**src/rtl/muldiv_seq_pkg.sv**
```systemverilog
// Shared definitions for the HI/LO multiply/divide sequencer: op encodings, FSM states and a
// magnitude helper.
package muldiv_seq_pkg;

    localparam int unsigned IterDefault = 32;

    localparam logic [2:0] MdMult  = 3'd0;
    localparam logic [2:0] MdMultu = 3'd1;
    localparam logic [2:0] MdDiv   = 3'd2;
    localparam logic [2:0] MdDivu  = 3'd3;
    localparam logic [2:0] MdMthi  = 3'd4;
    localparam logic [2:0] MdMtlo  = 3'd5;

    typedef enum logic [1:0] {
        StIdle = 2'd0,
        StRun  = 2'd1,
        StFix  = 2'd2
    } state_e;

    // |0x8000_0000| wraps back to 0x8000_0000, which is the right unsigned magnitude.
    function automatic logic [31:0] abs32(input logic [31:0] x);
        return x[31] ? (~x + 32'd1) : x;
    endfunction

endpackage

```
**src/rtl/muldiv_step.sv**
```systemverilog
// One iteration of the shared datapath: shift-add for multiply, restoring subtract-shift for
// divide. Purely combinational; the sequencer owns all state.
module muldiv_step (
    input  logic [31:0] acc_i,
    input  logic [31:0] mq_i,
    input  logic [31:0] operand_i,
    input  logic        is_div_i,
    output logic [31:0] acc_o,
    output logic [31:0] mq_o
);

    logic [32:0] sum;
    logic [32:0] shifted;
    logic [33:0] trial;
    logic        unused_trial_bit;

    always_comb begin
        sum     = {1'b0, acc_i} + (mq_i[0] ? {1'b0, operand_i} : 33'd0);
        shifted = {acc_i, mq_i[31]};
        trial   = {1'b0, shifted} - {2'b00, operand_i};
        if (is_div_i) begin
            // Non-negative trial means the divisor fits; with a zero divisor this always holds.
            if (!trial[33]) begin
                acc_o = trial[31:0];
                mq_o  = {mq_i[30:0], 1'b1};
            end else begin
                acc_o = shifted[31:0];
                mq_o  = {mq_i[30:0], 1'b0};
            end
        end else begin
            acc_o = sum[32:1];
            mq_o  = {sum[0], mq_i[31:1]};
        end
    end

    assign unused_trial_bit = trial[32];

endmodule

```
**src/rtl/muldiv_seq.sv**
```systemverilog
// Multi-cycle HI/LO sequencer for MULT/MULTU/DIV/DIVU plus MTHI/MTLO.
// Define MULDIV_SIGNED_EN to make MULT/DIV signed; otherwise they behave as MULTU/DIVU.
module muldiv_seq
    import muldiv_seq_pkg::*;
#(
    parameter int unsigned Iter = IterDefault
) (
    input  logic        clk_i,
    input  logic        rst_i,
    input  logic        start_i,
    input  logic [2:0]  op_i,
    input  logic [31:0] a_i,
    input  logic [31:0] b_i,
    input  logic        abort_i,
    output logic        busy_o,
    output logic        done_o,
    output logic [31:0] hi_o,
    output logic [31:0] lo_o
);

    state_e      state_q, state_d;
    logic [4:0]  cnt_q, cnt_d;
    logic [31:0] acc_q, acc_d;
    logic [31:0] mq_q, mq_d;
    logic [31:0] opnd_q, opnd_d;
    logic        is_div_q, is_div_d;
    logic        sa_q, sa_d;
    logic        sb_q, sb_d;
    logic        div0_q, div0_d;
    logic [31:0] hi_q, hi_d;
    logic [31:0] lo_q, lo_d;
    logic        done_q, done_d;

    logic        is_mul_op, is_div_op, signed_op, accept;
    logic        sa, sb;
    logic [31:0] a_mag, b_mag;
    logic [31:0] step_acc, step_mq;
    logic [63:0] prod_neg;

    always_comb begin
        is_mul_op = (op_i == MdMult) || (op_i == MdMultu);
        is_div_op = (op_i == MdDiv) || (op_i == MdDivu);
`ifdef MULDIV_SIGNED_EN
        signed_op = (op_i == MdMult) || (op_i == MdDiv);
`else
        signed_op = 1'b0;
`endif
        sa     = signed_op & a_i[31];
        sb     = signed_op & b_i[31];
        a_mag  = sa ? abs32(a_i) : a_i;
        b_mag  = sb ? abs32(b_i) : b_i;
        accept = start_i && !busy_o && !abort_i;
    end

    muldiv_step u_step (
        .acc_i     (acc_q),
        .mq_i      (mq_q),
        .operand_i (opnd_q),
        .is_div_i  (is_div_q),
        .acc_o     (step_acc),
        .mq_o      (step_mq)
    );

    always_ff @(posedge clk_i) begin
        if (rst_i) begin
            state_q <= StIdle;
        end else begin
            state_q <= state_d;
        end
    end

    always_comb begin
        state_d = state_q;
        unique case (state_q)
            StIdle: if (accept && (is_mul_op || is_div_op)) state_d = StRun;
            StRun: begin
                if (abort_i) begin
                    state_d = StIdle;
                end else if (cnt_q == 5'd0) begin
                    state_d = StFix;
                end
            end
            StFix:   state_d = StIdle;
            default: state_d = StIdle;
        endcase
    end

    always_comb begin
        busy_o = (state_q != StIdle);
    end

    assign prod_neg = ~{acc_q, mq_q} + 64'd1;

    always_comb begin
        cnt_d    = cnt_q;
        acc_d    = acc_q;
        mq_d     = mq_q;
        opnd_d   = opnd_q;
        is_div_d = is_div_q;
        sa_d     = sa_q;
        sb_d     = sb_q;
        div0_d   = div0_q;
        hi_d     = hi_q;
        lo_d     = lo_q;
        done_d   = 1'b0;
        unique case (state_q)
            StIdle: begin
                if (accept) begin
                    if (op_i == MdMthi) begin
                        hi_d = a_i;
                    end else if (op_i == MdMtlo) begin
                        lo_d = a_i;
                    end else if (is_mul_op || is_div_op) begin
                        cnt_d    = 5'(Iter - 1);
                        acc_d    = 32'd0;
                        mq_d     = is_div_op ? a_mag : b_mag;
                        opnd_d   = is_div_op ? b_mag : a_mag;
                        is_div_d = is_div_op;
                        sa_d     = sa;
                        sb_d     = sb;
                        div0_d   = is_div_op && (b_i == 32'd0);
                    end
                end
            end
            StRun: begin
                if (!abort_i) begin
                    acc_d = step_acc;
                    mq_d  = step_mq;
                    cnt_d = (cnt_q == 5'd0) ? 5'd0 : cnt_q - 5'd1;
                end
            end
            StFix: begin
                if (!abort_i) begin
                    done_d = 1'b1;
                    if (!is_div_q) begin
                        {hi_d, lo_d} = (sa_q ^ sb_q) ? prod_neg : {acc_q, mq_q};
                    end else if (div0_q) begin
                        hi_d = acc_q;
                        lo_d = mq_q;
                    end else begin
                        lo_d = (sa_q ^ sb_q) ? (~mq_q + 32'd1) : mq_q;
                        hi_d = sa_q ? (~acc_q + 32'd1) : acc_q;
                    end
                end
            end
            default: ;
        endcase
    end

    always_ff @(posedge clk_i) begin
        if (rst_i) begin
            cnt_q    <= 5'd0;
            acc_q    <= 32'd0;
            mq_q     <= 32'd0;
            opnd_q   <= 32'd0;
            is_div_q <= 1'b0;
            sa_q     <= 1'b0;
            sb_q     <= 1'b0;
            div0_q   <= 1'b0;
            hi_q     <= 32'd0;
            lo_q     <= 32'd0;
            done_q   <= 1'b0;
        end else begin
            cnt_q    <= cnt_d;
            acc_q    <= acc_d;
            mq_q     <= mq_d;
            opnd_q   <= opnd_d;
            is_div_q <= is_div_d;
            sa_q     <= sa_d;
            sb_q     <= sb_d;
            div0_q   <= div0_d;
            hi_q     <= hi_d;
            lo_q     <= lo_d;
            done_q   <= done_d;
        end
    end

    assign done_o = done_q;
    assign hi_o   = hi_q;
    assign lo_o   = lo_q;

endmodule

```
**config.mk**
```make
export PLATFORM = sky130hd
export DESIGN_NAME = muldiv_seq
export DESIGN_NICKNAME = d
export VERILOG_FILES = /design/src/rtl/muldiv_seq_pkg.sv /design/src/rtl/muldiv_step.sv /design/src/rtl/muldiv_seq.sv
export SDC_FILE = /design/constraint.sdc
export NUM_CORES = 1
export LEC_CHECK = 0
export CAP_MARGIN = 20
export CORE_ASPECT_RATIO = 1.75
export CORE_MARGIN = 8
export CORE_UTILIZATION = 40
export DETAILED_ROUTE_END_ITERATION = 16
export PLACE_DENSITY = 0.67
export SLEW_MARGIN = 0
export SYNTH_ARGS = -nofsm -noshare
export SYNTH_HDL_FRONTEND = slang
export SYNTH_SLANG_ARGS = --single-unit
```
**constraint.sdc**
```tcl
create_clock -name clk_i -period 3.72 [get_ports clk_i]
set_clock_uncertainty 0.05 [all_clocks]
set_input_delay 1.116 -clock clk_i [delete_from_list [all_inputs] [get_ports clk_i]]
set_output_delay 1.116 -clock clk_i [all_outputs]
set_load 0.02 [all_outputs]
```
==> impl_results.md, run 1 <==
* Post-CTS setup buffer count at 0
* Area growth from synthesis to layout at 18.79%
* Max Fclk at 297.2 MHz
* Die Width at 146.2 um
* Post-CTS Hold Buffers at 0
* Req. time, crit path at 4070 ps
* Worst-Skew Late Latency at 450 ps
* Synth cell types at 79
* Final WS setup at 355.5 ps
* Vias in the first global route at 11652
* CTS Buf Count at 17
* Worst vdd ir at 0.3235 mV
* Top cells by area, synth: dfxtp_1 29%, a21oi_1 7.3%, ha_1 6.9%
* Largest net degree at the start of global routing at 71
* Grt total ovfl at 0
* Fin Setup TNS at 0 ps
* Net count, final at 1784
* CP endpoint kind: flip-flop
* FFs w/ async S/R, synth at 0
* DR DRC count at 0
* Worst Max-Slew Pin Slew at 780.9 ps
* Post-route ant nets at 0
* Starting DRT DRC Count at 825
* First-pass GRT wire length at 64.03 mm
* Via density at 5.872
* # IOs at 137
* Setup violators final at 0
* Placer Congestion at 0.9968
* Yosys top cell area share at 0.2851
* Min Tclk post-route at 3365 ps
* PD cells at 325.6 nW/um2
* Die Height at 243.9 um
* Synthesis warning total at 0
* Mapped Nets at 1710
* Final Hold Fails at 0
* RSZ-0062 raised after global routing: no
* Longest Clk Path Bufs at 2
* Die Footprint at 35650 um2
* #FFs+latches synth at 169
* Largest stage delay on the critical path at 400 ps
* GRT Overall Usage at 0.2220
* Post-synthesis sequential area ratio at 0.2851
* Cell taking the most area after synthesis: dfxtp_1
* CORE AREA at 29290 um2
* Clock sinks at 169
* Place WS at 485.8 ps
* Row Count at 83
* Fin. max-slew vios at 0
* Max_slew headroom at 0.4794
* Post-Synthesis Cells at 1572
* Post-synthesis area per instance at 7.549 um2
* CP Data Arrival Time at 3710 ps
* Vias post-DR at 11972
* Hold crit path type: flip-flop to flip-flop
* PortBufs at 136
* Crit path kind: flip-flop to flip-flop
* Root Driver: clkbuf_16
* CTS tree: yes
* Leak at 0.005543 uW
* Final period util at 0.9044
* Number of enable flip-flop cells after synthesis at 0
* Crit path cell chain: inv_1 -> ha_1 -> nor2b_1 -> o2111ai_1 -> a31oi_1 -> o21ai_0 -> buf_4 -> nand2_1 -> a31oi_4 -> buf_12 -> a211o_1 -> a311oi_1 -> o211a_1
* Initial core utilization at 0.4052
* Status: completed
* Crit-path slowest cell: dfxtp_1
* Initial antenna violation count at 1
* Power Total at 4589 uW
* WL/cell at 19.83 um
* Max-cap viol count at 0
* Crit start category: flip-flop
* Cell area after synthesis at 11870 um2
* Critical path peak fanout at 50
* DP HPWL at 30.70 mm
* # H-tree levels at 4
* Clock Pin Slew Worst Setup and Hold Paths at 70 ps
* CTS resizes at 0
* Dominant synthesized flop cell: dfxtp_1
* Share of cells above drive strength 1 at 0.05918
* Detailed Routing Iterations Pass 1 at 5
* Drt total wl at 40.43 mm
## layer usage
layer  wire [um]  share of wire  GRT usage  up-vias
li1            -              -          -     5841
met1       16780           0.42     0.2576     5648
met2       20160           0.50     0.3859      394
met3        1953          0.048    0.04027       89
met4        1536          0.038     0.1062        0
met5           0              0          0        -
## registers in the layout, summed over array words and instances (netlist names)
register,count
acc_q,32
done_o,1
is_div_q,1
mq_q,32
cnt_q,5
hi_o,32
lo_o,32
state_q,2
opnd_q,32
## worst paths after layout
| check | startpoint | endpoint | slack, ps | cells past startpoint |
|---|---|---|---|---|
| worst min-delay path | cnt_q[4]$_SDFFE_PP0P_ | state_q[1]$_SDFFE_PP0P_ | 440 | 1 |
| worst max register to register | opnd_q[1]$_SDFFE_PP0P_ | acc_q[31]$_SDFFE_PP0P_ | 360 | 13 |
| worst min register to register | cnt_q[4]$_SDFFE_PP0P_ | state_q[1]$_SDFFE_PP0P_ | 440 | 1 |
| worst max-delay path | opnd_q[1]$_SDFFE_PP0P_ | acc_q[31]$_SDFFE_PP0P_ | 360 | 13 |
## cell type report
class,count,area (um2)
diodes,1,2.502
flip-flops and latches,169,3387
repair buffers,170,1664
multi-input cells,1234,7814
fillers,2947,15190
clock buffers,20,446.7
well taps,382,478.0
clock inverters,9,102.6
inverters,54,202.7
## critical path, delay by kind of cell (launching register included)
family / cells / cell delay, ps
AOI/OAI and AO/OA: 7 / 1680
adders and majority gates: 1 / 260
buffers and inverters: 3 / 440
DFF: 1 / 400
and+or+nand+nor: 2 / 460
## logic make-up (layout without fill, tap and decap cells)
family / Yosys count / after routing / synth area share
simple gates: 568 / 568 / 0.2227
mux: 18 / 18 / 0.01550
flops: 169 / 169 / 0.2851
xor+xnor: 49 / 49 / 0.03616
buf+inv: 169 / 253 / 0.06146
compound gates: 532 / 532 / 0.3072
other cells: 0 / 1 / 0
fa+ha+maj: 67 / 67 / 0.07190
## cells in the final DEF, fill, tap and decap left out, types with 5 or more instances in the layout
cell type / netlist / layout
clkbuf_16: 0 / 17
a311oi_1: 65 / 65
and2_1: 67 / 67
o21a_1: 5 / 5
a211oi_1: 104 / 104
mux2i_1: 15 / 15
o211ai_1: 15 / 15
and3_1: 6 / 6
a22o_1: 10 / 10
inv_1: 54 / 54
nand2_1: 180 / 180
nor3_1: 15 / 14
buf_4: 3 / 31
nor2_1: 187 / 184
o31ai_1: 9 / 9
nand2b_1: 14 / 12
ha_1: 65 / 65
nand3_1: 17 / 17
a31oi_1: 15 / 15
o21bai_1: 8 / 8
clkinv_2: 0 / 5
xnor2_1: 24 / 24
dfxtp_1: 169 / 168
nand4_1: 13 / 13
o21ai_0: 49 / 49
nor2b_1: 41 / 39
clkdlybuf4s50_1: 0 / 135
xor2_1: 25 / 25
a21o_1: 27 / 27
a21oi_1: 173 / 172
## power breakdown
part / switching, uW / total [uW] / leakage (uW) / internal [uW]
Combinational: 529 / 902 / 0.00390 / 373
Sequential: 59.5 / 1930 / 0.00137 / 1870
Clock: 767 / 1760 / 0.000275 / 990
## through the flow
| step | cells | util | hold slack, ps | cell area (um2) |
|---|---|---|---|---|
| after CTS | 2038 | 0.4813 | 434.3 | 14090 |
| after detailed placement | 2009 | 0.4625 | 415.0 | 13550 |
| after global routing | 2039 | 0.4814 | 464.6 | 14100 |
| after floorplan | 1572 | - | 383.9 | 11870 |
| final | 2039 | 0.4814 | 436.4 | 14100 |
| after global placement | 2009 | 0.4625 | 410.9 | 13550 |
## synth_stat cells, types with 4 or more instances
| cell type | count |
|---|---|
| ha_1 | 65 |
| dfxtp_1 | 169 |
| a21o_1 | 27 |
| mux2i_1 | 15 |
| nor2b_1 | 41 |
| nand4_1 | 13 |
| clkbuf_8 | 5 |
| nand3_1 | 17 |
| a311oi_1 | 65 |
| o2111ai_1 | 4 |
| nand2b_1 | 14 |
| xor2_1 | 25 |
| o211a_1 | 4 |
| a211oi_1 | 104 |
| nor2_1 | 187 |
| a21oi_1 | 173 |
| clkbuf_1 | 93 |
| nor3_1 | 15 |
| o21a_1 | 5 |
| xnor2_1 | 24 |
| a22o_1 | 10 |
| a221o_1 | 4 |
| a32o_1 | 4 |
| o21ai_0 | 49 |
| or3_1 | 4 |
| nand3b_1 | 4 |
| inv_1 | 54 |
| buf_1 | 7 |
| o21bai_1 | 8 |
| o31ai_1 | 9 |
| o211ai_1 | 15 |
| a31oi_1 | 15 |
| and3_1 | 6 |
| and2_1 | 67 |
| nand2_1 | 180 |
Power figures use the tool's default switching activity.
==> run 2, diff against run 1 <==
- TNS_END_PERCENT: not set -> 50
==> results of run 2 <==
No change in the layout: final DEF, timing and power equal those of run 1.
==> run 3, diff against run 2 <==
- CORE_UTILIZATION: 40 -> 50
- PLACE_DENSITY: 0.67 -> 0.79
==> impl_results.md, run 3 (same netlist as run 1, synthesis figures left out) <==
* Setup violators final at 0
* Multi-input gate area at 7814 um2
* Reg-to-reg endpoint: acc_q[31]$_SDFFE_PP0P_
* Final period util at 0.9002
* Crit path kind: flip-flop to flip-flop
* Fin area at 13980 um2
* Longest Clk Path Bufs at 2
* Largest stage delay on the critical path at 440 ps
* Min Tclk post-route at 3349 ps
* Fin Setup TNS at 0 ps
* Worst-case reg-to-reg path depth at 12
* WL/cell at 19.91 um
* Worst vdd ir at 0.3917 mV
* Status: completed
* FF+latch area at 3387 um2
* Critical path peak fanout at 6
* Die Width at 132.5 um
* Max Fclk at 298.6 MHz
* Final Hold Fails at 0
* # H-tree levels at 4
* Commonest non-fill, non-tap cell in the layout: nor2_1
* CTS tree: yes
* Die Height at 219.8 um
* Most frequent cells in the layout: 184 x nor2_1, 180 x nand2_1, 172 x a21oi_1, 168 x dfxtp_1, 135 x clkdlybuf4s50_1
* Area growth from synthesis to layout at 17.79%
* Req. time, crit path at 4010 ps
* R2R Path Start: opnd_q[1]$_SDFFE_PP0P_
* Drt total wl at 38.94 mm
* Largest net degree at the start of global routing at 92
* Inserted Diodes at 0
* Placer Congestion at 0.9686
* First-pass GRT wire length at 61.31 mm
* Worst-Skew Late Latency at 450 ps
* Worst Max-Slew Pin Slew at 989.9 ps
* Post-CTS Hold Buffers at 0
* Vias post-DR at 12078
* CORE AREA at 23330 um2
* Via density at 6.175
* CP Data Arrival Time at 3640 ps
* Grt total ovfl at 0
* DP HPWL at 29.09 mm
* Hold-critical path depth at 1
* Area after DPL at 13380 um2
* Share of cells above drive strength 1 at 0.05811
* Clock Pin Slew Worst Setup and Hold Paths at 70 ps
* Net count, final at 1777
* Initial core utilization at 0.5086
* Leak at 0.005521 uW
* # IOs at 137
* R2R Setup Slk at 370 ps
* Hold crit path type: flip-flop to flip-flop
* Max-cap viol count at 0
* PD cells at 333.3 nW/um2
* GRT Overall Usage at 0.2608
* Row Count at 74
* CP endpoint kind: flip-flop
* RSZ-0062 raised after global routing: no
* CTS Buf Count at 17
* Fin. max-slew vios at 0
* Hold EP: state_q[1]$_SDFFE_PP0P_
* Vias in the first global route at 11588
* Detailed Routing Iterations Pass 1 at 5
* Hold Crit Start: cnt_q[4]$_SDFFE_PP0P_
* Initial antenna violation count at 0
* CTS resizes at 0
* Clock sinks at 169
* Root Driver: clkbuf_16
* Post-route ant nets at 0
* Worst hold margin at 431.3 ps
* PortBufs at 136
* Crit start category: flip-flop
* DR DRC count at 0
* Crit path cell chain: inv_1 -> ha_1 -> nor2b_1 -> o2111ai_1 -> a31oi_1 -> o21ai_0 -> buf_4 -> nand2_1 -> a311oi_2 -> o31ai_1 -> mux2_2 -> o211a_1
* Post-CTS setup buffer count at 0
* Max_slew headroom at 0.3401
* Fill cells at 2165
* Crit-path slowest cell: o31ai_1
* Die Footprint at 29120 um2
* Starting DRT DRC Count at 1134
-- run 3: cell count changes in the layout (fill, tap and decap cells not counted) --
cell	before	now
buf_4	31	25
inv_6	0	3
clkbuf_1	2	0
buf_12	4	3
clkbuf_8	1	2
clkinv_2	5	4
clkinvlp_4	0	1
diode_2	1	0
inv_8	0	1
-- run 3: worst max-delay path: cells and delay by family, from the launching register on --
family                     cells  cell delay [ps]
and+or+nand+nor                2              460
DFF                            1              400
buffers and inverters          2              230
AOI/OAI and AO/OA              6             1470
adders and majority gates      1              260
muxes                          1              390
-- run 3: cell type report --
class	instances	share of cell area
flip-flops and latches	169	0.2423
repair buffers	163	0.1144
well taps	304	0.02721
inverters	54	0.01450
multi-input cells	1234	0.5590
clock buffers	19	0.03240
clock inverters	13	0.01020
-- run 3: how the worst max path moves through the flow --
stage / to / startpoint / slack [ps] / cells past startpoint
6_report: acc_q[31]$_SDFFE_PP0P_ / opnd_q[1]$_SDFFE_PP0P_ / 370 / 12
5_1_grt: acc_q[31]$_SDFFE_PP0P_ / opnd_q[8]$_SDFFE_PP0P_ / 200 / 12
4_1_cts: acc_q[24]$_SDFFE_PP0P_ / mq_q[31]$_SDFFE_PP0P_ / 440 / 12
3_5_place_dp: opnd_q[14]$_SDFFE_PP0P_ / abort_i / 290 / 6
3_3_place_gp: opnd_q[14]$_SDFFE_PP0P_ / abort_i / 370 / 6
2_1_floorplan: acc_q[27]$_SDFFE_PP0P_ / mq_q[0]$_SDFFE_PP0P_ / 640 / 14
-- run 3: where the power goes --
group / leakage, uW / switching [uW] / internal (uW)
clock network: 0.000296 / 801 / 1030
logic: 0.00385 / 522 / 371
registers: 0.00137 / 63.8 / 1870
total: 0.00552 / 1390 / 3270
-- run 3: metrics by stage --
step           power (uW)  worst slack, ps    util  std cells
2_1_floorplan        2540            636.5       -       1572
3_3_place_gp         2836            372.2  0.5736       1924
3_5_place_dp         2847            291.0  0.5736       1924
4_1_cts              4671            442.4  0.5991       1956
5_1_grt              4831            198.4  0.5991       1956
6_report             4659            371.1  0.5991       1956
-- run 3: routing by layer --
layer / GRT usage / share of wire
met1: 0.3047 / 0.39
met2: 0.4527 / 0.50
met3: 0.04309 / 0.070
met4: 0.1316 / 0.044
met5: 0 / 0
